[config.mk]
export PLATFORM = sky130hd
export DESIGN_NAME = irq_ctrl4
export DESIGN_NICKNAME = d
export VERILOG_FILES = /design/src/rtl/irq_ctrl4.sv
export SDC_FILE = /design/constraint.sdc
export NUM_CORES = 1
export LEC_CHECK = 0
export CAP_MARGIN = 20
export CORE_MARGIN = 1.5
export CORE_UTILIZATION = 30
export DETAILED_ROUTE_END_ITERATION = 10
export PLACE_DENSITY = 0.61
export RECOVER_POWER = 50
export SYNTH_ARGS = -nofsm -noshare
export SYNTH_HDL_FRONTEND = slang
export SYNTH_SLANG_ARGS = --single-unit
[constraint.sdc]
create_clock -name clk -period 1.5 [get_ports clk]
set_input_delay 0.375 -clock clk [delete_from_list [all_inputs] [get_ports clk]]
set_output_delay 0.375 -clock clk [all_outputs]
set_load 0.02 [all_outputs]
[src/rtl/irq_ctrl4.sv]
// irq_ctrl4 - four-input interrupt controller.
// Captures requests into a pending register, qualifies them with a mask and
// picks a winner with a 4-to-2 priority encoder (line 3 highest). The winner
// is held on a level irq/ack handshake; its pending bit clears on ack.
//
// Ports:
//   clk      system clock, rising edge
//   rst_n    asynchronous active-low reset
//   req      [3:0] request lines, synchronous to clk
//   mask     [3:0] per-line enable (masked lines still accumulate pending)
//   ack      consumer acknowledge, level
//   irq      interrupt request to consumer
//   id       [1:0] source number, valid while irq = 1, held otherwise
//   pending  [3:0] raw pending register
//
// Parameter EDGE: 1 = pending set on a rising edge of req, 0 = set while high.
//
// state   | meaning
// --------+-------------------------------------------------------------
// S_IDLE  | irq low; latch encoder winner and advance when any is set
// S_ASSRT | irq high, id frozen; on ack clear pending[id]
// S_REL   | irq low; wait for ack to drop before re-arbitrating

module irq_ctrl4 #(
  parameter bit EDGE = 1'b1
) (
  input  logic       clk,
  input  logic       rst_n,
  input  logic [3:0] req,
  input  logic [3:0] mask,
  input  logic       ack,
  output logic       irq,
  output logic [1:0] id,
  output logic [3:0] pending
);

  typedef enum logic [1:0] {
    S_IDLE  = 2'd0,
    S_ASSRT = 2'd1,
    S_REL   = 2'd2
  } state_t;

  state_t     state, state_nx;
  logic [3:0] req_q;
  logic [3:0] set;
  logic [3:0] clr;
  logic [3:0] eff;
  logic [1:0] sel;
  logic [1:0] id_nx;
  logic       any;

  assign set = EDGE ? (req & ~req_q) : req;
  assign eff = pending & mask;

  always_comb begin
    any = |eff;
    sel = 2'd0;
    if (eff[3])      sel = 2'd3;
    else if (eff[2]) sel = 2'd2;
    else if (eff[1]) sel = 2'd1;
    else             sel = 2'd0;
  end

  always_comb begin
    state_nx = state;
    id_nx    = id;
    clr      = 4'b0000;
    irq      = 1'b0;
    case (state)
      S_IDLE: begin
        if (any) begin
          id_nx    = sel;
          state_nx = S_ASSRT;
        end
      end
      S_ASSRT: begin
        irq = 1'b1;
        if (ack) begin
          clr      = 4'b0001 << id;
          state_nx = S_REL;
        end
      end
      S_REL: begin
        if (!ack) state_nx = S_IDLE;
      end
      default: state_nx = S_IDLE;
    endcase
  end

  always_ff @(posedge clk or negedge rst_n) begin
    if (!rst_n) begin
      state   <= S_IDLE;
      id      <= 2'd0;
      req_q   <= 4'b0000;
      pending <= 4'b0000;
    end else begin
      state   <= state_nx;
      id      <= id_nx;
      req_q   <= req;
      // set has priority over a same-cycle clear
      pending <= set | (pending & ~clr);
    end
  end

endmodule
# Word-level counts from Yosys, hierarchy flattened
# Index checks and enable logic that the tools add are counted.
[classes] bitwise_logic=6 n_div=0 n_eq_ne=5 n_mux=10 n_lt_le_gt_ge=0 shifts=1 n_addsub=0 multipliers=0 n_reduce_logical=4
[op_table] op="$and A4 B4 Y4" n=3
[op_table] op="$mux W2" n=5
[op_table] op="$mux W4" n=2
[op_table] op="$not A4 Y4" n=2
[op_table] op="$ne A2 B2 Y1 const B" n=3
[op_table] op="$pmux W2 S3" n=1
[op_table] op="$or A4 B4 Y4" n=1
[op_table] op="$reduce_or A4 Y1" n=1
[op_table] op="$shl A1 B2 Y4 const A" n=1
[op_table] op="$reduce_and A3 Y1" n=1
[op_table] op="$eq A2 B1 Y1 const B" n=1
[op_table] op="$eq A2 B2 Y1 const B" n=1
[op_table] op="$logic_not A2 Y1" n=1
[op_table] op="$mux W1" n=2
[op_table] op="$reduce_and A2 Y1" n=1
[word_totals] mem_bits_rw=0 ff_bits=12 inputBits=11 elab_cells=30 mem_count=0 mem_bits_ro=0 latch_bits=0

# Logic depth before layout (Yosys ltp)
[depth] ltp_word=6 depth_mapped=3 depth_no_buf=3

# Least setup slack after synthesis
# Ideal clock, no wire load.
[synth_timing] path_kind="register to register" start="register id[0]" end="register pending[1]" synth_period_minus_slack_ns=1.180 arrival_ns=1.059 slack_ns=0.320 setup_ns=0.121 required_ns=1.379 path_stages_with_launch=4 cell_sequence="dfrtp_1 > inv_1 > or3_1 > a22o_1"
[synth_via] elab_chain_cells=6
[synth_rtl] element="start: declaration" line_no="33" rtl="output logic [1:0] id,"
[synth_rtl] element="start signal: assignment" line_no="98" rtl="id <= id_nx;"
[synth_rtl] element="$shl A1 B2 Y4" line_no="79" rtl="clr = 4'b0001 << id;"
[synth_rtl] element="$mux W4" line_no="78" rtl="if (ack) begin"
[synth_rtl] element="$mux W4" line_no="69" rtl="case (state)"
[synth_rtl] element="$not A4 Y4" line_no="101" rtl="pending <= set | (pending & ~clr);"
[synth_rtl] element="$and A4 B4 Y4" line_no="101"
[synth_rtl] element="$or A4 B4 Y4" line_no="101"
[synth_rtl] element="end signal: assignment" line_no="101"
[synth_rtl] element="end: declaration" line_no="34" rtl="output logic [3:0] pending"
# No other way between the ends.
# A chain may end at the register's enable or synchronous reset.

# Final worst setup path
[layout_timing] start="register state[1]" end="output port irq"
[layout_via] elab_chain_cells=2
[layout_rtl] element="start: declaration" line_no="43" rtl="state_t state, state_nx;"
[layout_rtl] element="start signal: assignment" line_no="97" rtl="state <= state_nx;"
[layout_rtl] element="$eq A2 B1 Y1" line_no="69"
[layout_rtl] element="$mux W1" line_no="69"
[layout_rtl] element="end: declaration" line_no="32" rtl="output logic irq,"
# No other way between the ends.

==> implementation parameters <==
Parameter                              Value

Worst setup path
  Depth of the worst register-to-register path    4
  R2r setup slk    between 200 and 250 ps
  RR Endpoint    pending[1]
  Crit path DAT    1060 ps
  Critical path class    flip-flop to output port
  FF-to-FF Start    state[1]
  Nature of the critical path startpoint    flip-flop
  Endpoint type of the worst setup path    output port
  Crit-path max FO    2
  Data required, critical path    approximately 1100 ps

Synth
  Sequential-to-total area share from yosys stat    0.623
  Post-Syn Area    about 480 um^2
  Share of flip-flops with an asynchronous set or reset    1.00
  Number of distinct library cell variants in the gate-level netlist after synthesis    16
  Number of flops mapped to enable cells by yosys    0
  Top post-synthesis cells by area    sky130_fd_sc_hd__dfrtp_1 (62%), sky130_fd_sc_hd__o21ai_0 (9.4%), sky130_fd_sc_hd__a22oi_1 (4.7%), sky130_fd_sc_hd__inv_1 (3.9%), sky130_fd_sc_hd__o21a_1 (3.1%)
  Top FF cell, synth    sky130_fd_sc_hd__dfrtp_1
  Synthesized net count    between 50 and 60
  Avg Synthesized Cell Area    between 10 and 15 um^2
  Syn. warnings    0
  Synthesized netlist cell count    43
  Top cell type by total area after synthesis    sky130_fd_sc_hd__dfrtp_1
  Leading post-synthesis cells by instance count    sky130_fd_sc_hd__dfrtp_1 (12), sky130_fd_sc_hd__o21ai_0 (9), sky130_fd_sc_hd__inv_1 (5)
  Most common cell in the synthesized netlist    sky130_fd_sc_hd__dfrtp_1
  Seq cells post-synth    12
  Yosys top cell area share    0.623

Worst hold path
  Hold Path End    pending[3]
  Hold path startpoint    req_q[3]
  Cells on Worst Hold Path    1
  Hold WC Path Type    flip-flop to flip-flop

Timing
  Final setup slack of the worst path    between 60 and 70 ps
  Final setup violation count    0
  Setup Skew    8.24 ps
  Final Cycle Share    0.959
  Achievable frequency    between 600 and 700 MHz
  Setup repair after global routing missed its margin    false
  Final count of hold timing violations    0
  Slew at the pin closest to its max-slew limit    roughly 660 ps
  Time the worst path needs with I/O delays and setup    around 1400 ps
  Tightest slew margin relative to the limit    0.558
  Number of max-slew violations in the final report    0

Clock tree
  Cts bufs inserted    3
  Hold buffer count at cts    0
  Post-CTS setup buffer count    0
  Insertion delay of the later-clocked pin in the worst-skew pair    between 200 and 300 ps
  Clock sink count    12
  CTS root buf    sky130_fd_sc_hd__clkbuf_4
  TritonCTS clock tree    built
  Maximum buffer depth of the clock tree    2
  Level count of the clock H-tree    1
  Clock-pin slew on the worst setup and hold paths    70 ps

Floorplan
  Die Width    43.1 um
  Total core area    around 1500 um^2
  Count of boundary I/O pins    18
  Die area    ~1900 um^2
  Height of the chip    roughly 43 um
  Initial core utilization    0.320
  Site row count    14

Route
  Number of DRC violations after detailed-routing iteration 0    6
  Routed wire length    around 980 um
  Detail-routed via count per cell    roughly 4.8
  Number of antenna-violating nets in the routed design    0
  Drt drc    0
  Number of detailed-routing iterations run before antenna repair    4
  Number of vias after detailed routing    between 400 and 500
  Routed len/inst    approximately 11 um

Global routing
  Maximum number of pins on one net before global-route repair    13
  Vias in the first global route    467
  Global-route wire length before repair    around 1900 um
  Initial antenna violation count    0
  GR Util All Layers    0.138
  GR Overflow Total    0

Job
  Total of max-cap violations    0

Place
  Buffers added on ports    17
  Global placer's final weighted congestion    between 0.8 and 0.9
  Detailed Place HPWL    between 700 and 800 um
  Setup Slack @ Placement    -70.9 ps
  Placed cell count    85
  Post-placement cell area    739 um^2

Final layout
  Signed area change from the synthesized netlist to the final layout    56.1%
  Summed area of non-filler cells in the final layout    approximately 750 um^2
  Number of nets in the final layout    85
  Filler Cells Inserted    approximately 150
  Final antenna diode count    0
  Share of layout cells above drive strength 1    0.181
  Total area of sequential cells    300 um^2
  Non-Filler Instances    slightly below 90
  Area of combinational cells with multiple inputs    roughly 160 um^2

Outcome
  Outcome    completed

Power
  Worst voltage drop across the vdd grid    slightly above 0.7 mV
  P_leak    roughly 0.33 nW
  Power density of the placed cells    approximately 1800 nW/um^2
  Total power of the final layout    between 1 and 1.5 mW
-- report_power, final --
group	internal, mW	leakage [nW]	switching [mW]
Sequential	0.427	0.132	0.0560
Clock	0.0927	0.0138	0.0952
Combinational	0.326	0.187	0.331
-- registers in the layout, indices dropped and copies added, names as in the netlist --
name and count:
id 2, pending 4, req_q 4, state 2
-- metal layers --
metal	vias up	GRT usage	part of all wire
met4	0	0.0909	0
met2	18	0.218	0.46
li1	217	-	-
met5	-	0	0
met1	189	0.160	0.43
met3	0	0.0426	0.11
-- per-stage QoR --
| stage | util | setup TNS (ps) | hold slack, ps |
|---|---|---|---|
| 2_1_floorplan | - | 0 | 79.4 |
| 3_3_place_gp | 0.491 | -61.5 | 404 |
| 3_5_place_dp | 0.491 | -85.2 | 412 |
| 4_1_cts | 0.502 | 0 | 401 |
| 5_1_grt | 0.499 | 0 | 449 |
| 6_report | 0.499 | 0 | 417 |
-- layout by cell type (no fill, tap or decap) --
master,netlist,layout
sky130_fd_sc_hd__dfrtp_1,12,12
sky130_fd_sc_hd__o31ai_1,1,1
sky130_fd_sc_hd__or2_2,1,1
sky130_fd_sc_hd__or3_1,1,1
sky130_fd_sc_hd__clkdlybuf4s15_2,0,1
sky130_fd_sc_hd__a32oi_1,1,1
sky130_fd_sc_hd__and2b_1,1,1
sky130_fd_sc_hd__a22oi_1,3,3
sky130_fd_sc_hd__inv_1,5,5
sky130_fd_sc_hd__nand4b_1,1,1
sky130_fd_sc_hd__dlygate4sd3_1,0,4
sky130_fd_sc_hd__o21ai_0,9,9
sky130_fd_sc_hd__clkbuf_1,0,1
sky130_fd_sc_hd__clkbuf_4,0,3
sky130_fd_sc_hd__clkdlybuf4s50_1,0,6
sky130_fd_sc_hd__dlygate4sd2_1,0,6
sky130_fd_sc_hd__a21oi_1,1,1
sky130_fd_sc_hd__buf_4,0,8
sky130_fd_sc_hd__o21a_1,2,2
sky130_fd_sc_hd__nor2b_1,1,1
sky130_fd_sc_hd__a22o_1,1,1
sky130_fd_sc_hd__nand2_1,2,2
sky130_fd_sc_hd__nand3b_1,1,1
-- logic make-up after synthesis --
family | share of synthesized area
AOI/OAI and AO/OA | 0.234
DFF | 0.623
and+or+nand+nor | 0.104
buffers and inverters | 0.0390
-- worst max-delay path, stage by stage, from the launching register on --
cell and delay (ps):
sky130_fd_sc_hd__dfrtp_1 380, sky130_fd_sc_hd__nor2b_1 140, sky130_fd_sc_hd__clkdlybuf4s15_2 280
-- repair_timing --
item,CTS,global route
gates resized for setup,9,0
setup endpoints to repair,7,0
hold endpoints to repair,0,0
-- how the worst max path moves through the flow --
stage	startpoint	to	slack, ps	cells after the start
6_report	state[1]	irq	60	2
5_1_grt	state[1]	irq	7	2
4_1_cts	state[1]	irq	40	2
3_5_place_dp	ack	pending[1]	-70	4
3_3_place_gp	ack	pending[1]	-50	4
2_1_floorplan	id[0]	pending[1]	320	3
-- layout make-up --
cell class / instances / area share
clock buffer: 3 / 0.0300
sequential: 12 / 0.399
timing repair buffer: 26 / 0.303
multi-input combinational: 26 / 0.216
inverter: 5 / 0.0250
tap: 16 / 0.0266
No activity file was read; power rests on OpenSTA's default activity.
==> edit (config.mk and constraints unchanged) <==
Put a register stage on the output `irq`. The value now appears one clock later. The other outputs are not delayed to match.
--- a/src/rtl/irq_ctrl4.sv
+++ b/src/rtl/irq_ctrl4.sv
@@ -40,6 +40,8 @@
     S_REL   = 2'd2
   } state_t;
 
+  logic irq_d;
+
   state_t     state, state_nx;
   logic [3:0] req_q;
   logic [3:0] set;
@@ -65,7 +67,7 @@
     state_nx = state;
     id_nx    = id;
     clr      = 4'b0000;
-    irq      = 1'b0;
+    irq_d    = 1'b0;
     case (state)
       S_IDLE: begin
         if (any) begin
@@ -74,7 +76,7 @@
         end
       end
       S_ASSRT: begin
-        irq = 1'b1;
+        irq_d = 1'b1;
         if (ack) begin
           clr      = 4'b0001 << id;
           state_nx = S_REL;
@@ -102,4 +104,8 @@
     end
   end
 
+  always_ff @(posedge clk) begin
+    irq <= irq_d;
+  end
+
 endmodule
Formal check against the unedited RTL: not equivalent (a bounded check fails within 4 cycles, from zero or initial values and one cycle with rst_n low).
==> edit against the original RTL <==
Total power rose by 2.0%. Sequential cell count up 1. Via count is 3.1% higher. Cell count down 2.3%. Highest routed layer unchanged. Area after synthesis grew 6.8%. Routed wire length grew 15%. Sequential power increased by 19%. Worst setup slack better by 47 ps. Design area is 0.50% higher. Utilization down 1.4 points. Hold slack gained 5.9 ps. Largest power group is now sequential cells. Clock power increased by 13%. Largest cell class unchanged.
==> edit: results <==
[route]
totalWireLength_mm = 1.12
drt_pre_antenna_iters = 6
vias_per_cell = 5.08
wl_met3_um = 99
initialDrtViolationCount = 15
highest_layer = met3
wl_met2_um = 521
wl_met1_um = 497

[worst_setup_path]
reg2reg_slack_ps = 220
timing.rr.start = state[1]
crit_fanout = 4
rr_worst_depth = 3
worstReg2RegEnd = pending[1]
arrival_ps = 1020
slowest_delay_ps = 410
crit_path_end = pending[1]
slowest_stage = dfrtp_1
crit_start = pending[1]

[power]
p_sw_frac = 0.374
leakagePower_nw = 0.335
peakVddDrop_v = 0.00105

[global_route]
grt_pass1_vias = 428
track_usage = 0.132
grt_pass1_wl_mm = 1.79

[cells_and_area]
drive_above_1_share = 0.143
n_antenna_cell = 0
nNetsFinal = 82
reg_top3 = pending: 4 flops, req_q: 4 flops

[yosys]
async_reset_ff_frac = 0.923
synth_commonest_cells = 12 x dfrtp_1, 7 x o21ai_0, 6 x inv_1
synth_nets = 55
synth_seq_area_share = 0.623
ys_types = 19
synthTopCellsByArea = dfrtp_1 58%, o21ai_0 6.8%, inv_1 4.4%

[clock_tree]
cts_resized = 7
cts_made_buffers = 3
clk_pin_slew_ps = 80

[timing]
worst_pin_slew_ps = 631
skew_ps = 11.0

[placed_design]
gp_congestion = 0.716
placed_cell_area_um2 = 742
portBuffers = 17
place_hpwl_um = 798

[run_status]
status = finished, final reports clean
[edit: cell count changes in the layout (fill, tap and decap cells not counted), sizes merged, moves of 2 or more]
cell	before	now
o21ai	9	7
buf	8	4
o311ai	0	2
a22oi	3	1
[edit: cell type report]
cell class / instances / area, µm²
well taps: 16 / 20.0
inverters: 6 / 22.5
fillers: 150 / 803
multi-input cells: 25 / 171
repair buffers: 22 / 195
clock buffers: 4 / 26.3
flip-flops and latches: 13 / 320
[edit: metal layers]
metal / track usage / vias up
met3: 0.0735 / 0
met5: 0 / -
met2: 0.226 / 23
li1: - / 211
met1: 0.134 / 203
met4: 0.0485 / 0
[edit: power by group through the flow]
stage | logic (mW) | registers [mW] | clock network [mW]
floorplan | 0.200 | 0.680 | 0
global placement | 0.625 | 0.580 | 0
detailed placement | 0.627 | 0.580 | 0
CTS | 0.577 | 0.570 | 0.219
global route | 0.616 | 0.585 | 0.237
finish | 0.570 | 0.573 | 0.212
[edit: how the worst min path moves through the flow]
| stage | from | end | slack, ps | depth (start not counted) |
|---|---|---|---|---|
| 6_report | req_q[2] | pending[2] | 420 | 1 |
| 5_1_grt | req_q[0] | pending[0] | 440 | 1 |
| 4_1_cts | rst_n | pending[0] | 390 | 2 |
| 3_5_place_dp | req_q[0] | pending[0] | 420 | 1 |
| 3_3_place_gp | req_q[2] | pending[2] | 400 | 1 |
| 2_1_floorplan | rst_n | id[0] | 80 | 0 |
[edit: cells by family (layout without fill, tap and decap cells)]
family,Yosys count,after routing,synth area share
flip-flops,13,13,0.623
AND/OR/NAND/NOR,9,9,0.119
AO/OA/AOI/OAI,16,16,0.214
buffers and inverters,6,32,0.0438
[edit: metrics by stage]
step | instances | utilization | setup slack, ps | total power [mW] | setup TNS, ps
after floorplan | 44 | - | 287 | 0.879 | 0
after global placement | 82 | 0.476 | -115 | 1.20 | -211
after detailed placement | 82 | 0.476 | -100 | 1.21 | -223
after CTS | 86 | 0.487 | 98.9 | 1.37 | 0
after global routing | 86 | 0.485 | 60.6 | 1.44 | 0
final | 86 | 0.485 | 108 | 1.35 | 0
